### src/rtl/lfsr_checker.sv
// ----------------------------------------------------------------------------
// lfsr / lfsr_checker
//
// lfsr: 32-bit Fibonacci LFSR, polynomial x^32 + x^22 + x^2 + x + 1, shifting
// left with the feedback bit entering at bit 0. o_lfsr is the current word;
// i_en advances it by one step, and i_rst_seed loads i_seed_data.
//   i_clk        clock
//   i_rst_n      asynchronous active-low reset (state = 1, never all-zero)
//   i_rst_seed   synchronous seed load, priority over i_en
//   i_seed_data  seed value
//   i_en         advance one step
//   o_lfsr       current LFSR word
//
// lfsr_checker: receive-side checker for the LFSR test-pattern generator.
// A packet is a maximal run of i_valid=1 bytes: a 4-byte big-endian packet
// count followed by 32-bit LFSR words, MSB byte first. Status is reported one
// cycle after the terminating i_valid=0 cycle.
//   i_clk          clock
//   i_rst_n        asynchronous active-low reset
//   i_rst_seed     synchronous: reseed LFSR, reload count, clear totals
//   i_seed_data    LFSR seed, same value as the transmitter
//   i_valid        byte valid
//   i_data         received byte
//   o_pkt_done     one-cycle pulse, packet status valid
//   o_pkt_good     packet had no errors
//   o_runt         packet shorter than 4 bytes
//   o_count_err    packet count field mismatched
//   o_payload_err  mismatched payload bytes in the packet, saturating
//   o_total_pkts   packets completed, saturating
//   o_bad_pkts     packets with o_pkt_good=0, saturating
// ----------------------------------------------------------------------------

module lfsr (
    input  logic        i_clk,
    input  logic        i_rst_n,
    input  logic        i_rst_seed,
    input  logic [31:0] i_seed_data,
    input  logic        i_en,
    output logic [31:0] o_lfsr
);

    logic [31:0] lfsr_q;
    logic        feedback;

    assign feedback = lfsr_q[31] ^ lfsr_q[21] ^ lfsr_q[1] ^ lfsr_q[0];
    assign o_lfsr   = lfsr_q;

    always_ff @(posedge i_clk or negedge i_rst_n) begin
        if (!i_rst_n) begin
            lfsr_q <= 32'h0000_0001;
        end else if (i_rst_seed) begin
            lfsr_q <= i_seed_data;
        end else if (i_en) begin
            lfsr_q <= {lfsr_q[30:0], feedback};
        end
    end

endmodule


### config.mk
export PLATFORM = sky130hd
export DESIGN_NAME = lfsr
export DESIGN_NICKNAME = d
export VERILOG_FILES = /design/src/rtl/lfsr_checker.sv
export SDC_FILE = /design/constraint.sdc
export NUM_CORES = 1
export LEC_CHECK = 0
export ABC_AREA = 1
export CAP_MARGIN = 15
export CORE_MARGIN = 4
export CORE_UTILIZATION = 38
export CTS_BUF_LIST = sky130_fd_sc_hd__clkbuf_2
export DETAILED_ROUTE_END_ITERATION = 8
export PLACE_DENSITY = 0.83
export SYNTH_ARGS = -nofsm -noshare
export SYNTH_HDL_FRONTEND = slang
export SYNTH_SLANG_ARGS = --single-unit
export TNS_END_PERCENT = 5
### constraint.sdc
create_clock -name i_clk -period 0.9 [get_ports i_clk]
set_input_delay 0.09 -clock i_clk [delete_from_list [all_inputs] [get_ports i_clk]]
set_output_delay 0.09 -clock i_clk [all_outputs]
set_load 0.1 [all_outputs]
==> summary.txt <==
Placed design
  – Post-DP HPWL: 3100 µm
  – GPL Wtd Cong: 0.716
  – Placed standard-cell area: 0.00260 mm²
  – Port bufs: 67

Floorplanning
  – Core area: 0.00369 mm²
  – Die area: 0.00490 mm²
  – Site Rows: 22
  – Initial core utilization: 39.6%
  – Die Ht: 70.0 µm
  – # IOs: 68
  – Die Span X: 70.0 µm

Synthesis
  – #FFs+latches synth: 32
  – Warnings, synthesis: 0
  – Synthesized area per cell: 7.81 µm²
  – Mapped Area: 0.00146 mm²
  – Synth Instances: 187
  – Top post-synthesis cells by area: dfrtp_1 53%, nand2_1 27%, nand3_1 11%, buf_2 2.1%, dfstp_2 1.8%
  – Sequential area share after synthesis: 54.9%
  – Netlist cell types: 12
  – Synth area leader: dfrtp_1
  – Post-synth top area share: 53.1%
  – Mapped Nets: 223

CTS
  – Clk buf depth: 2
  – TritonCTS Buffers: 5
  – CTS tree: done
  – Root Buffer: clkbuf_2
  – Clock Pin Slew Worst Setup and Hold Paths: 180 ps
  – Sink Count: 32
  – Later-pin clock latency in the skew report: 360 ps
  – H-tree Lvls: 2

STA
  – Max Clk Rate: 784 MHz
  – Slew @ Worst Pin: 257 ps
  – Clock skew: 16.6 ps
  – Final Cycle Share: 142%
  – Final Worst Setup Slack: -376 ps
  – RSZ-0062 raised after global routing: yes
  – Final hold vios: 0
  – Max_slew headroom: 82.9%
  – Final setup fails: 34
  – Slew Limit Fails: 0
  – Hold_ws: 181 ps
  – Min cycle time layout: 1280 ps

GRT
  – GRT Util Overall: 17.6%
  – Grt ovf: 0
  – Vias in the first global route: 1,469
  – First-pass GRT wire length: 6900 µm
  – Antenna violations before repair: 0
  – Pin count of the biggest net entering global routing: 33

Critical path
  – FF-to-FF setup slack: -290 ps
  – Crit path max-delay family: flip-flops
  – Req. time, crit path: 810 ps
  – Crit start category: register
  – Critical path arrival: 1190 ps
  – Setup crit end kind: output pin
  – CP bufs+invs: 1
  – Crit-path max cell delay: 670 ps
  – Crit path kind: register to output pin
  – Crit path max fanout: 2
  – Slowest-stage cell, CP: dfstp_4
  – Critical path, cell by cell: buf_12

Drt
  – Total routed wirelength: 4080 µm
  – Via-to-Cell Ratio: 4.72
  – # DRC: 0
  – Via count: 1,460
  – Met3 WL: 255 µm
  – Iter 0 DRT Violations: 80
  – Met1 WL: 1650 µm
  – DR top layer: met4
  – Wire length per cell: 13.2 µm
  – Routed Antenna Nets: 0
  – First-pass DRT Iterations: 4
  – Length of routed met2 wiring: 2130 µm

Finish
  – Syn-to-layout area delta: 83.5%
  – Layout fillers: 288
  – Layout cells sized above 1: 32.6%
  – Max reg flops: 32
  – Multi-input logic area: 592 µm²
  – Nets: 296
  – Register area: 850 µm²
  – Inserted Diodes: 0
  – Fin area: 0.00268 mm²

Outcome
  – Failing checks: setup timing
  – Outcome: complete, but fails checks

Power and ir drop
  – Pleak: 1.21 nW
  – Pwr dens: 1910 mW/mm²
  – Peak VDD IR: 1.01 mV

Hold path
  – Min-Delay Path Class: primary input to async pin

Run
  – Max-cap violations: 0
-- layer usage --
layer / GRT usage [%] / vias up
met3: 5.90 / 4
met4: 4.47 / 0
met1: 20.4 / 682
met2: 31.0 / 42
li1: - / 732
met5: 0 / -
-- cell usage after synthesis, drive strengths merged --
cell    number
nand2      104
dfrtp       31
nand3       31
buf          7
inv          5
clkbuf       3
a22oi        2
nor2         2
dfstp        1
xnor2        1
-- through the flow --
stage / worst slack, ps / utilization [%] / setup TNS (ps) / total power, mW / cells
2_1_floorplan: -279 / - / -958 / 3.14 / 187
3_3_place_gp: -360 / 70.4 / -10360 / 4.15 / 299
3_5_place_dp: -393 / 70.4 / -11220 / 4.19 / 299
4_1_cts: -409 / 72.7 / -7480 / 5.17 / 309
5_1_grt: -426 / 72.7 / -8840 / 5.33 / 309
6_report: -376 / 72.7 / -6540 / 5.12 / 309
-- area by class of cell --
class                           instances  share of cell area (%)
Inverter                                5                   0.700
Timing Repair Buffer                   76                    40.9
Clock inverter                          2                    1.31
Clock buffer                            6                    1.12
Tap cell                               48                    2.24
Sequential cell                        32                    31.7
Multi-Input combinational cell        140                    22.1
-- what timing repair did --
action,4_1_cts,5_1_grt
endpoints found under the hold margin,32,0
setup buffers,1,0
hold buffers,1,0
gates resized for setup,2,0
setup endpoints to repair,35,34
-- power by group --
part | total, mW | switching [mW] | internal, mW | leakage, nW
clock | 0.958 | 0.479 | 0.479 | 0.0430
combinational | 2.32 | 1.45 | 0.870 | 0.813
sequential | 1.84 | 0.216 | 1.63 | 0.354
-- layout by cell type, fill, tap and decap left out --
master | Yosys | final
clkdlybuf4s50_1 | 0 | 33
dlygate4sd3_1 | 0 | 1
nand3_1 | 31 | 31
a22oi_1 | 2 | 2
nand2_1 | 104 | 104
dfstp_4 | 0 | 1
buf_4 | 1 | 4
dfrtp_2 | 0 | 29
buf_2 | 6 | 1
clkinv_2 | 0 | 1
buf_12 | 0 | 35
bufinv_16 | 0 | 1
nor2_4 | 2 | 2
clkbuf_2 | 0 | 6
dfrtp_4 | 0 | 2
inv_2 | 1 | 2
dlygate4sd2_1 | 0 | 1
xnor2_1 | 1 | 1
buf_6 | 0 | 1
inv_1 | 4 | 3
-- cells by family (layout without fill, tap and decap cells) --
family / count (synthesis) / count (layout) / share of synthesized area [%]
simple gates: 137 / 137 / 38.9
flops: 32 / 32 / 54.9
buf+inv: 15 / 89 / 4.62
compound gates: 2 / 2 / 1.03
xor+xnor: 1 / 1 / 0.599
-- final timing paths --
| kind | startpoint | to | cells after the start |
|---|---|---|---|
| min in group i_clk | i_seed_data[28] | o_lfsr[28] | 3 |
| max | o_lfsr[0] | o_lfsr[0] | 1 |
| max in group asynchronous | i_rst_n | o_lfsr[0] | 3 |
| min reg2reg | o_lfsr[24] | o_lfsr[25] | 2 |
| max reg2reg | o_lfsr[0] | o_lfsr[0] | 7 |
| min | i_rst_n | o_lfsr[31] | 3 |
No activity file was read; power rests on OpenSTA's default activity.
